--- config.mk ---
export PLATFORM = sky130hd
export DESIGN_NAME = hemaia_multi_clock_divider
export DESIGN_NICKNAME = d
export VERILOG_FILES = /design/src/rtl/hemaia_clk_pkg.sv /design/src/rtl/hemaia_clock_divider_channel.sv /design/src/rtl/tc_clk_gating.sv /design/src/rtl/tc_clk_mux2.sv /design/src/rtl/hemaia_multi_clock_divider.sv
export SDC_FILE = /design/constraint.sdc
export NUM_CORES = 1
export LEC_CHECK = 0
export BUFFER_PORTS_ARGS = -buffer_cell sky130_fd_sc_hd__clkbuf_2
export CAP_MARGIN = 20
export CELL_PAD_IN_SITES_DETAIL_PLACEMENT = 1
export CELL_PAD_IN_SITES_GLOBAL_PLACEMENT = 2
export CORE_MARGIN = 2
export CORE_UTILIZATION = 38
export CTS_CLUSTER_SIZE = 16
export DETAILED_ROUTE_END_ITERATION = 6
export PLACE_DENSITY = 0.77
export SETUP_SLACK_MARGIN = 0.2
export SYNTH_ARGS = -nofsm -noshare
export SYNTH_HDL_FRONTEND = slang
export SYNTH_SLANG_ARGS = --single-unit
--- constraint.sdc ---
create_clock -name clk_i -period 3.9 [get_ports clk_i]
set_clock_uncertainty 0.05 [all_clocks]
set_input_delay 0.195 -clock clk_i [delete_from_list [all_inputs] [get_ports clk_i]]
set_output_delay 0.195 -clock clk_i [all_outputs]
set_load 0.1 [all_outputs]
--- src/rtl/hemaia_clk_pkg.sv ---
// Shared types and constants for the HeMAiA clock divider.
// Divider channels and the multi-channel top import this package.
package hemaia_clk_pkg;

    localparam int unsigned DefaultDivWidth = 8;

    typedef logic [DefaultDivWidth-1:0] div_t;

    localparam int unsigned DivGate = 0;

    localparam logic DivRstLevel = 1'b1;

endpackage

--- src/rtl/hemaia_clock_divider_channel.sv ---
// One divided-clock channel: counter, reconfiguration handshake,
// 50%-duty output shaping, bypass mux for divide-by-1 and final gate.
module hemaia_clock_divider_channel
    import hemaia_clk_pkg::*;
#(
    parameter int unsigned MaxDivisionWidth = 8,
    parameter int unsigned DefaultDivision  = 1
) (
    input  logic                        clk_i,
    input  logic                        rst_ni,
    input  logic                        test_mode_i,
    input  logic                        sync_i,
    input  logic [MaxDivisionWidth-1:0] divisor_i,
    input  logic                        divisor_valid_i,
    output logic                        divisor_ready_o,
    output logic [MaxDivisionWidth-1:0] divisor_q_o,
    output logic                        gated_o,
    output logic                        clk_o
);

    localparam int unsigned W = MaxDivisionWidth;
    localparam logic [W-1:0] DefDiv  = W'(DefaultDivision);
    localparam logic [W-1:0] GateDiv = W'(DivGate);
    localparam logic         DefSel  = (DefaultDivision == 1);

    logic [W-1:0] cnt;
    logic [W-1:0] div_q;
    logic [W-1:0] pending_div;
    logic         gated;
    logic         pending;

    logic at_wrap;
    logic boundary;
    logic accept;
    logic apply;
    logic raw;

    (* keep = "true", dont_touch = "true" *) logic d1;
    (* keep = "true", dont_touch = "true" *) logic d2;
    (* keep = "true", dont_touch = "true" *) logic sel_bypass;
    (* keep = "true", dont_touch = "true" *) logic div_clk;
    (* keep = "true", dont_touch = "true" *) logic mux_clk;

    assign at_wrap  = (cnt == div_q - 1'b1);
    assign boundary = gated | at_wrap | sync_i;
    assign accept   = divisor_valid_i & ~pending;
    assign apply    = pending & boundary;
    assign raw      = (cnt >= (div_q >> 1));

    always_ff @(posedge clk_i or negedge rst_ni) begin
        if (!rst_ni) begin
            cnt         <= '0;
            div_q       <= DefDiv;
            gated       <= 1'b0;
            pending     <= 1'b0;
            pending_div <= GateDiv;
        end else begin
            if (accept) begin
                pending     <= 1'b1;
                pending_div <= divisor_i;
            end
            if (apply) begin
                pending <= 1'b0;
                if (pending_div != GateDiv) begin
                    div_q <= pending_div;
                    gated <= 1'b0;
                    cnt   <= '0;
                end else begin
                    gated <= 1'b1;
                end
            end else if (!gated) begin
                cnt <= (sync_i || at_wrap) ? '0 : cnt + 1'b1;
            end
        end
    end

    always_ff @(posedge clk_i or negedge rst_ni) begin
        if (!rst_ni) d1 <= DivRstLevel;
        else         d1 <= raw;
    end

    // Falling-edge stages give the extra half cycle needed by odd divisors
    // and keep the bypass select change inside the low phase of clk_i.
    always_ff @(negedge clk_i or negedge rst_ni) begin
        if (!rst_ni) begin
            d2         <= DivRstLevel;
            sel_bypass <= DefSel;
        end else begin
            d2         <= d1;
            sel_bypass <= (div_q == W'(1));
        end
    end

    assign div_clk = div_q[0] ? ~(d1 & d2) : ~d1;

    (* keep = "true", dont_touch = "true" *)
    tc_clk_mux2 u_clk_mux (
        .clk0_i    (div_clk),
        .clk1_i    (clk_i),
        .clk_sel_i (sel_bypass),
        .clk_o     (mux_clk)
    );

    (* keep = "true", dont_touch = "true" *)
    tc_clk_gating u_clk_gate (
        .clk_i     (mux_clk),
        .en_i      (~gated & rst_ni),
        .test_en_i (test_mode_i),
        .clk_o     (clk_o)
    );

    assign divisor_ready_o = ~pending;
    assign divisor_q_o     = div_q;
    assign gated_o         = gated;

    a_div_nonzero : assert property (
        @(posedge clk_i) disable iff (!rst_ni)
        (DefaultDivision != 0) && (div_q != '0)
    );

endmodule

--- src/rtl/tc_clk_gating.sv ---
// Generic latch-based clock gate cell.
// Technology libraries replace this with an integrated clock gate.
module tc_clk_gating (
    input  logic clk_i,
    input  logic en_i,
    input  logic test_en_i,
    output logic clk_o
);

    logic clk_en;

    always_latch begin
        if (!clk_i) clk_en = en_i | test_en_i;
    end

    assign clk_o = clk_i & clk_en;

endmodule

--- src/rtl/tc_clk_mux2.sv ---
// Generic clock mux cell.
// Technology libraries replace this with a hardened glitch-safe mux.
module tc_clk_mux2 (
    input  logic clk0_i,
    input  logic clk1_i,
    input  logic clk_sel_i,
    output logic clk_o
);

    assign clk_o = clk_sel_i ? clk1_i : clk0_i;

endmodule

--- src/rtl/hemaia_multi_clock_divider.sv ---
// N-channel programmable clock divider fed from one root clock.
// Each channel is fully independent apart from the shared sync pulse.
module hemaia_multi_clock_divider
    import hemaia_clk_pkg::*;
#(
    parameter int unsigned NumChannels      = 4,
    parameter int unsigned MaxDivisionWidth = 8,
    parameter int unsigned DefaultDivision  = 1
) (
    input  logic                                    clk_i,
    input  logic                                    rst_ni,
    input  logic                                    test_mode_i,
    input  logic                                    sync_i,
    input  logic [NumChannels*MaxDivisionWidth-1:0] divisor_i,
    input  logic [NumChannels-1:0]                  divisor_valid_i,
    output logic [NumChannels-1:0]                  divisor_ready_o,
    output logic [NumChannels*MaxDivisionWidth-1:0] divisor_q_o,
    output logic [NumChannels-1:0]                  gated_o,
    output logic [NumChannels-1:0]                  clk_o
);

    localparam int unsigned W = MaxDivisionWidth;

    for (genvar i = 0; i < NumChannels; i++) begin : gen_ch
        hemaia_clock_divider_channel #(
            .MaxDivisionWidth (MaxDivisionWidth),
            .DefaultDivision  (DefaultDivision)
        ) u_channel (
            .clk_i           (clk_i),
            .rst_ni          (rst_ni),
            .test_mode_i     (test_mode_i),
            .sync_i          (sync_i),
            .divisor_i       (divisor_i[i*W +: W]),
            .divisor_valid_i (divisor_valid_i[i]),
            .divisor_ready_o (divisor_ready_o[i]),
            .divisor_q_o     (divisor_q_o[i*W +: W]),
            .gated_o         (gated_o[i]),
            .clk_o           (clk_o[i])
        );
    end

endmodule
==> run metrics, run 1 <==
power per cell area 929 nW/um2; Peak VDD IR 0.000830 V; dpl cells between 900 and 1,000; RSZ-0062 raised after global routing yes; Final Non-Filler Cells around 1,200; CP required around 3700 ps; slowest CP cell dfstp_2; Worst Slack Setup Final -1090 ps; number of synthesized flops with an enable pin 0; Critical Path End Type output pin; met1 Use GR between 30 and 40%; Final HPWL DP 12,900 um; area grow syn2layout 59.8%; worst setup path class reg2out; Clock Pin Slew Worst Setup and Hold Paths 60 ps; routed len/inst approximately 23 um; I/O pin count 84; Port Buffers 83; DR iter-0 viols 347; Netlist cell types slightly below 60; P_leak 0.00510 uW; vias in the first global route 7,643; initial antenna violation count 0; via count 6,474; CP dominant cell by count clkbuf_16; final setup vio count 8; final core utilization 62.0%; failing checks setup timing; Final Hold Violating Endpoints 0; global-route usage over all layers 31.3%; Synth Instances 647; number of clock sinks 120; Slew Limit Fails 0; Pre-Repair DR Iteration Count 5; largest net degree at the start of global routing 35; Synth async-reset ratio 96.7%; Synth Cell Area 6710 um2; Worst Tran Pin Value between 800 and 900 ps; CP Cell Sequence o21ai_2, nor2_2, a21oi_2, clkbuf_16, clkbuf_16, and2_4, clkbuf_16; Initial Utilization 38.8%; syn_nets slightly above 700; MaxCap Viol Count 0; GRT Max-Usage Layer met2; status complete, but fails checks; drt total wl around 27,000 um; drt via density 5.63; Die H 137 um; worst-path maximum fanout 2; WP buf/inv 3; final hold slack 67.6 ps; Synth Warn # 0; Placement Rows 48; Synth Area per Inst 10.4 um2; share of cells above drive strength 1 between 30% and 40%; Max-slew headroom about two fifths; Final ANT Viol Nets 0; global-route wire length before repair 44,000 um; Core Region ~17,000 um2; crit-path max cell delay 530 ps; GPL Wtd Cong between 0.7 and 0.8; CTS tree built; # diodes 0; met2 Resource Use GR a little over half; CP delay by family, top flip-flops; Congestion Overflow GR 0; hold crit path type in2reg; Die W 137 um; total power 9960 uW; final instance area 10,700 um2; worst skew pair latency 1250 ps; met3 usage 11.4%; Yosys reg bits 120; critical path data arrival time 4740 ps; Worst setup SP type flip-flop; DR DRC count 0; placed instance area 7320 um2; die area between 15,000 and 20,000 um2; Top FF cell, synth dfrtp_1; fin nets 992
[synthesized netlist by cell type (18+ instances only)]
library cell    n  share of area, %
xnor2_1        25               3.3
nand3_1        24               1.8
a21o_1         19               2.1
a21oi_1        21               1.6
nand2_1        20               1.1
nor2_1         23               1.3
mux2_2         52               8.7
inv_1          56               3.1
o21ai_0        36               2.7
nor3_1         20               1.5
dfrtp_1       100                37
a22o_1         18               2.4
ha_1           40               7.5
[cell usage in the layout (no fill, tap or decap), types with 17 or more instances in the layout]
master / instances
mux2_2: 52
clkbuf_2: 78
nor3_1: 20
a21o_1: 19
o21ai_0: 32
xnor2_1: 25
a21oi_1: 17
inv_1: 67
nor2_1: 19
ha_1: 40
dfrtp_1: 92
buf_4: 19
dlygate4sd3_1: 105
nand2_1: 20
a22o_1: 18
clkbuf_16: 76
nand3_1: 24
[repair_timing]
action,CTS,global route
resized for setup,31,7
endpoints found under the setup margin,8,8
hold endpoints to repair,206,0
setup buffers,7,4
hold buffers,105,0
pin swaps,8,2
[sequential cells by signal, indices dropped and copies added (netlist names)]
| name | count |
|---|---|
| gen_ch.u_channel.cnt | 32 |
| gen_ch.u_channel.pending | 4 |
| gen_ch.u_channel.d2 | 4 |
| gen_ch.u_channel.pending_div | 32 |
| gen_ch.u_channel.gated_o | 4 |
| gen_ch.u_channel.divisor_q_o | 32 |
| gen_ch.u_channel.u_clk_gate.clk_en | 4 |
| gen_ch.u_channel.d1 | 4 |
| gen_ch.u_channel.sel_bypass | 4 |
[final timing paths]
| check | start | to | slack [ps] | cells past startpoint |
|---|---|---|---|---|
| min in group asynchronous | rst_ni | gen_ch[3].u_channel.gated_o | 170 | 3 |
| setup / recovery | gen_ch[1].u_channel.d2 | clk_o[1] | -1090 | 7 |
| hold / removal | sync_i | gen_ch[0].u_channel.cnt[7] | 70 | 5 |
| hold reg to reg | gen_ch[1].u_channel.cnt[7] | gen_ch[1].u_channel.d1 | 500 | 2 |
| max in group asynchronous | rst_ni | gen_ch[0].u_channel.d2 | 2330 | 2 |
| setup reg to reg | gen_ch[0].u_channel.divisor_q_o[2] | gen_ch[0].u_channel.sel_bypass | 420 | 2 |
[per-layer routing]
metal	wire length [um]	vias up	share of wire, %
li1	-	2835	-
met1	9860	3244	37
met2	14000	274	52
met3	1460	121	5.5
met4	1430	0	5.3
met5	0	-	0
[kinds of logic after synthesis]
family	Yosys count	share of synthesized area [%]
simple gates	179	15.5
compound gates	130	12.9
flops	116	43.6
buf+inv	84	5.37
mux	54	9.03
fa+ha+maj	40	7.46
xor+xnor	40	5.22
latches	4	0.895
[through the flow]
step                      TNS (ps)  worst slack (ps)
after detailed placement         0               436
after CTS                    -4180             -1130
final                        -4140             -1090
after global placement           0               470
after floorplan                  0               199
after global routing         -4360             -1160
[tightest hold or removal path: cells and delay by family]
| kind | cells | cell delay, ps |
|---|---|---|
| buf+inv | 2 | 810 |
| compound gates | 2 | 200 |
| simple gates | 1 | 90 |
[final cells by class]
cell class	count	area, um2
Clock buffer	87	2010
Clock inverter	23	206
Fill cell	1769	6580
Inverter	55	206
Multi-Input combinational cell	443	3450
Sequential cell	120	3000
Tap cell	225	282
Timing Repair Buffer	197	1570
[power breakdown]
group	leakage, uW	switching, uW	internal, uW
Clock	0.00121	1220	2970
Combinational	0.00246	2430	1140
Sequential	0.00144	596	1600
Total	0.00510	4250	5710
Power figures use the tool's default switching activity.
==> inputs of run 2 (changes only) <==
ABC_AREA = 1   (was default)
CORE_UTILIZATION = 34   (was 38)
PLACE_DENSITY = 0.76   (was 0.77)
==> run metrics, run 2 <==
RSZ-0062 raised after global routing yes; worst reg2reg startpoint gen_ch[3].u_channel.divisor_q_o[0]; Initial Utilization 34.5%; status complete, but fails checks; Final HPWL DP about 17,000 um; Synth top area share roughly a third; Synth area leader dfrtp_1; I/O pin count 84; drt via density roughly 4.7; Final Non-Filler Cells 1,454; P_leak roughly 0.0052 uW; worst setup path class reg2out; CP Cell Sequence nand2_2, clkbuf_16, clkbuf_16, a21boi_4, clkbuf_16; final setup vio count 8; die area 23,400 um2; CP required 3650 ps; routed len/inst 15.3 um; commonest non-fill, non-tap cell in the layout nand2_1; placed instance area 8150 um2; Yosys reg bits 120; fillcell total 2,694; via count 6,883; Congestion Overflow GR 0; power per cell area 726 nW/um2; TNS Setup -496 ps; CP delay by family, top flip-flops; global-route usage over all layers 20.3%; Synth Warn # 0; Synth async-reset ratio 96.7%; top post-synthesis cells by area dfrtp_1 33%, nand2_1 16%, inv_1 6.9%; area grow syn2layout 28.9%; Slew Limit Fails 0; top post-synthesis cells by count 314 x nand2_1, 139 x inv_1, 105 x nor2_1, 100 x dfrtp_1, 64 x nand3_1; Critical Path End Type output pin; Peak VDD IR 0.000373 V; final instance area slightly below 10,000 um2; slowest CP cell dfstp_2; worst skew pair latency 760 ps; CP dominant cell by count clkbuf_16; Netlist cell types 43; most instantiated library cell after synthesis nand2_1; Core Region approximately 22,000 um2; Placement Rows 54; Worst Tran Pin Value 666 ps; worst-path maximum fanout 2; reg-to-reg setup timing slack 800 ps; CTS tree built; Synth Area per Inst 7.44 um2; crit-path max cell delay 530 ps; FF-to-FF End gen_ch[3].u_channel.sel_bypass; Final Hold Violating Endpoints 0; Synth Instances slightly above 1,000; Die W 153 um; Pre-Repair DR Iteration Count 4; hold crit path type in2async; DR iter-0 viols between 200 and 250; drt total wl 22,300 um; Synth Cell Area 7540 um2; MaxCap Viol Count 0; fin nets 1,237; total power 7060 uW; Port Buffers 83; failing checks setup timing; final core utilization 44.5%; WP buf/inv 3; # diodes 0; Top FF cell, synth dfrtp_1; number of synthesized flops with an enable pin 0; DR DRC count 0; R2R depth 3; global-route wire length before repair 37,800 um; share of cells above drive strength 1 19.5%; most frequent cells in the layout 310 x nand2_1, 146 x inv_1, 105 x nor2_1; Worst setup SP type flip-flop; initial antenna violation count 0; Worst Slack Setup Final -163 ps; critical path data arrival time 3820 ps; Max-slew headroom 55.2%; syn_nets ~1,100; largest net degree at the start of global routing 38; Die H 153 um; Final ANT Viol Nets 0; vias in the first global route 7,598; dpl cells 1,355; GPL Wtd Cong 0.772; Clock Pin Slew Worst Setup and Hold Paths ~60 ps
## run 2: changes by cell type in the layout (fill, tap and decap cells not counted), moves of 19 or more
cell	delta
nand3_1	+40
clkbuf_16	-39
o21ai_2	+19
nor2_1	+86
inv_1	+79
mux2_2	-48
nand2_1	+290
dlygate4sd3_1	-71
a21oi_1	+21
## run 2: how the worst max path moves through the flow
stage / cells past startpoint / start / to
floorplan: 4 / gen_ch[3].u_channel.divisor_q_o[1] / gen_ch[3].u_channel.sel_bypass
global route: 5 / gen_ch[3].u_channel.sel_bypass / clk_o[3]
detailed placement: 4 / gen_ch[3].u_channel.d2 / clk_o[3]
global placement: 4 / gen_ch[3].u_channel.d2 / clk_o[3]
finish: 5 / gen_ch[3].u_channel.sel_bypass / clk_o[3]
CTS: 5 / gen_ch[3].u_channel.sel_bypass / clk_o[3]
## run 2: metal layers
layer	up-vias	routed length (um)	track usage [%]	share of wire (%)
met5	-	0	0	0
met4	0	434	8.25	1.9
met3	37	745	5.30	3.3
met2	104	10800	34.3	49
met1	3249	10300	24.8	46
li1	3493	-	-	-
## run 2: timing repair
item,in CTS,in global routing
setup endpoints to repair,8,8
pin swaps,8,0
hold buffers,34,0
gates resized for setup,28,0
endpoints found under the hold margin,103,0
setup buffers,5,1
## run 2: where the power goes
part / internal [uW] / total, uW / switching, uW
Clock: 1270 / 2070 / 798
Combinational: 756 / 3140 / 2380
Sequential: 1520 / 1850 / 331
Total: 3550 / 7060 / 3510
## run 2: cell type report
| cell class | count | area (um2) | share of cell area (%) |
|---|---|---|---|
| multi-input combinational | 724 | 3890 | 40.0 |
| tap | 280 | 350 | 3.60 |
| clock buffer | 48 | 1010 | 10.4 |
| sequential | 120 | 2980 | 30.7 |
| inverter | 144 | 541 | 5.56 |
| timing repair buffer | 118 | 776 | 7.98 |
| clock inverter | 20 | 171 | 1.76 |
## run 2: cells by family after synthesis
family          Yosys count  synth area share [%]
buf+inv                 170                  9.59
mux                       4                 0.597
xor+xnor                 26                  3.12
flops                   116                  38.8
latches                   4                 0.797
fa+ha+maj                40                  6.64
simple gates            547                  31.7
compound gates          107                  8.76
## run 2: through the flow
step / setup slack (ps) / hold slack (ps)
2_1_floorplan: 343 / -151
3_3_place_gp: 518 / 69.4
3_5_place_dp: 508 / 71.4
4_1_cts: -216 / 46.3
5_1_grt: -239 / 78.5
6_report: -163 / 51.9
==> inputs of run 3 (changes only) <==
CORE_MARGIN = default   (was 2)
SETUP_SLACK_MARGIN = 0.1   (was 0.2)
==> run metrics, run 3 (synthesis gave the netlist of run 2 again) <==
status complete, but fails checks; failing checks setup timing; P_leak a little over 0.005 uW; area grow syn2layout 27.4%; Final Hold Violating Endpoints 0; slowest CP cell dfstp_2; I/O pin count 84; share of cells above drive strength 1 19.2%; Peak VDD IR 0.000345 V; vias in the first global route just over 7,000; initial antenna violation count 0; Critical Path End Type output pin; drt total wl 21,700 um; CTS tree built; fin nets between 1,000 and 1,500; dpl cells roughly 1,400; Placement Rows 54; Initial Utilization 34.7%; MaxCap Viol Count 0; routed len/inst 15.0 um; CP dominant cell by count clkbuf_16; # diodes 0; die area 22,800 um2; Final ANT Viol Nets 0; power per cell area 734 nW/um2; final setup vio count 4; global-route usage over all layers 21.1%; largest net degree at the start of global routing 57; Worst Tran Pin Value 746 ps; DR DRC count 0; Die H 151 um; Slew Limit Fails 0; Final HPWL DP 16,300 um; final core utilization 44.2%; worst skew pair latency approximately 740 ps; TNS Setup -97.7 ps; hold crit path type in2reg; worst-path maximum fanout 2; Final Non-Filler Cells approximately 1,400; global-route wire length before repair 36,100 um; Port Buffers 83; Die W 151 um; Worst setup SP type flip-flop; Congestion Overflow GR 0; CP required 3650 ps; total power 7050 uW; RSZ-0062 raised after global routing yes; via count between 6,000 and 7,000; commonest non-fill, non-tap cell in the layout nand2_1; worst setup path class reg2out; drt via density about 4.8; Core Region roughly 22,000 um2; Worst Slack Setup Final -68.8 ps; Max-slew headroom between 50% and 60%; Clock Pin Slew Worst Setup and Hold Paths 50 ps; GPL Wtd Cong 0.800; Pre-Repair DR Iteration Count 4; critical path data arrival time 3720 ps; CP Cell Sequence nand2_2, clkbuf_16, a21boi_4, clkbuf_16; DR iter-0 viols 176; most frequent cells in the layout 309 x nand2_1, 146 x inv_1, 105 x nor2_1; crit-path max cell delay 530 ps
==> run 3: power breakdown <==
group / leakage, uW / total [uW] / switching, uW / internal [uW]
Combinational: 0.00309 / 3140 / 2380 / 755
Clock: 0.000638 / 2060 / 776 / 1280
Sequential: 0.00143 / 1850 / 327 / 1520
Total: 0.00516 / 7050 / 3490 / 3560
==> run 3: repair_timing <==
action	4_1_cts	5_1_grt
pin swaps	9	5
endpoints found under the setup margin	8	8
hold buffers	34	0
endpoints found under the hold margin	140	0
setup buffers	4	2
resized for setup	29	6
==> run 3: path summary, 6_finish.rpt <==
check	startpoint	endpoint	slack, ps	cells past startpoint
max in group asynchronous	rst_ni	gen_ch[1].u_channel.d2	1280	3
min reg2reg	gen_ch[1].u_channel.gated_o	gen_ch[1].u_channel.u_clk_gate.clk_en	360	1
max	gen_ch[1].u_channel.sel_bypass	clk_o[1]	-70	4
min in group asynchronous	rst_ni	gen_ch[2].u_channel.cnt[2]	230	3
max reg2reg	gen_ch[3].u_channel.divisor_q_o[0]	gen_ch[3].u_channel.sel_bypass	840	3
max in group gated	gen_ch[3].u_channel.divisor_q_o[0]	clock gate	970	3
min in group gated	gen_ch[1].u_channel.sel_bypass	clock gate	610	0
min	sync_i	gen_ch[3].u_channel.cnt[0]	90	4
==> run 3: area by class of cell <==
| cell class | count | area, um2 |
|---|---|---|
| flip-flops and latches | 120 | 2980 |
| inverters | 144 | 541 |
| fillers | 2723 | 12100 |
| repair buffers | 116 | 761 |
| well taps | 280 | 350 |
| clock inverters | 20 | 185 |
| clock buffers | 45 | 877 |
| multi-input cells | 724 | 3910 |
==> run 3: layer usage <==
layer	up-vias	global-route usage (%)	part of all wire, %
met4	0	9.90	2.2
li1	3479	-	-
met3	43	5.72	3.8
met5	-	0	0
met1	3289	25.8	46
met2	110	34.3	48
==> run 3: critical path, delay by kind of cell, from the launching register on <==
kind | cells | cell delay [ps]
compound gates | 1 | 220
simple gates | 1 | 70
flops | 1 | 530
buf+inv | 2 | 390
==> run 3: through the flow <==
stage	hold WS (ps)	cell area, um2	setup WS [ps]
after global placement	252	8150	510
final	92.5	9610	-68.8
after CTS	72.7	9620	-212
after detailed placement	248	8150	503
after global routing	102	9610	-142
after floorplan	-151	7540	343
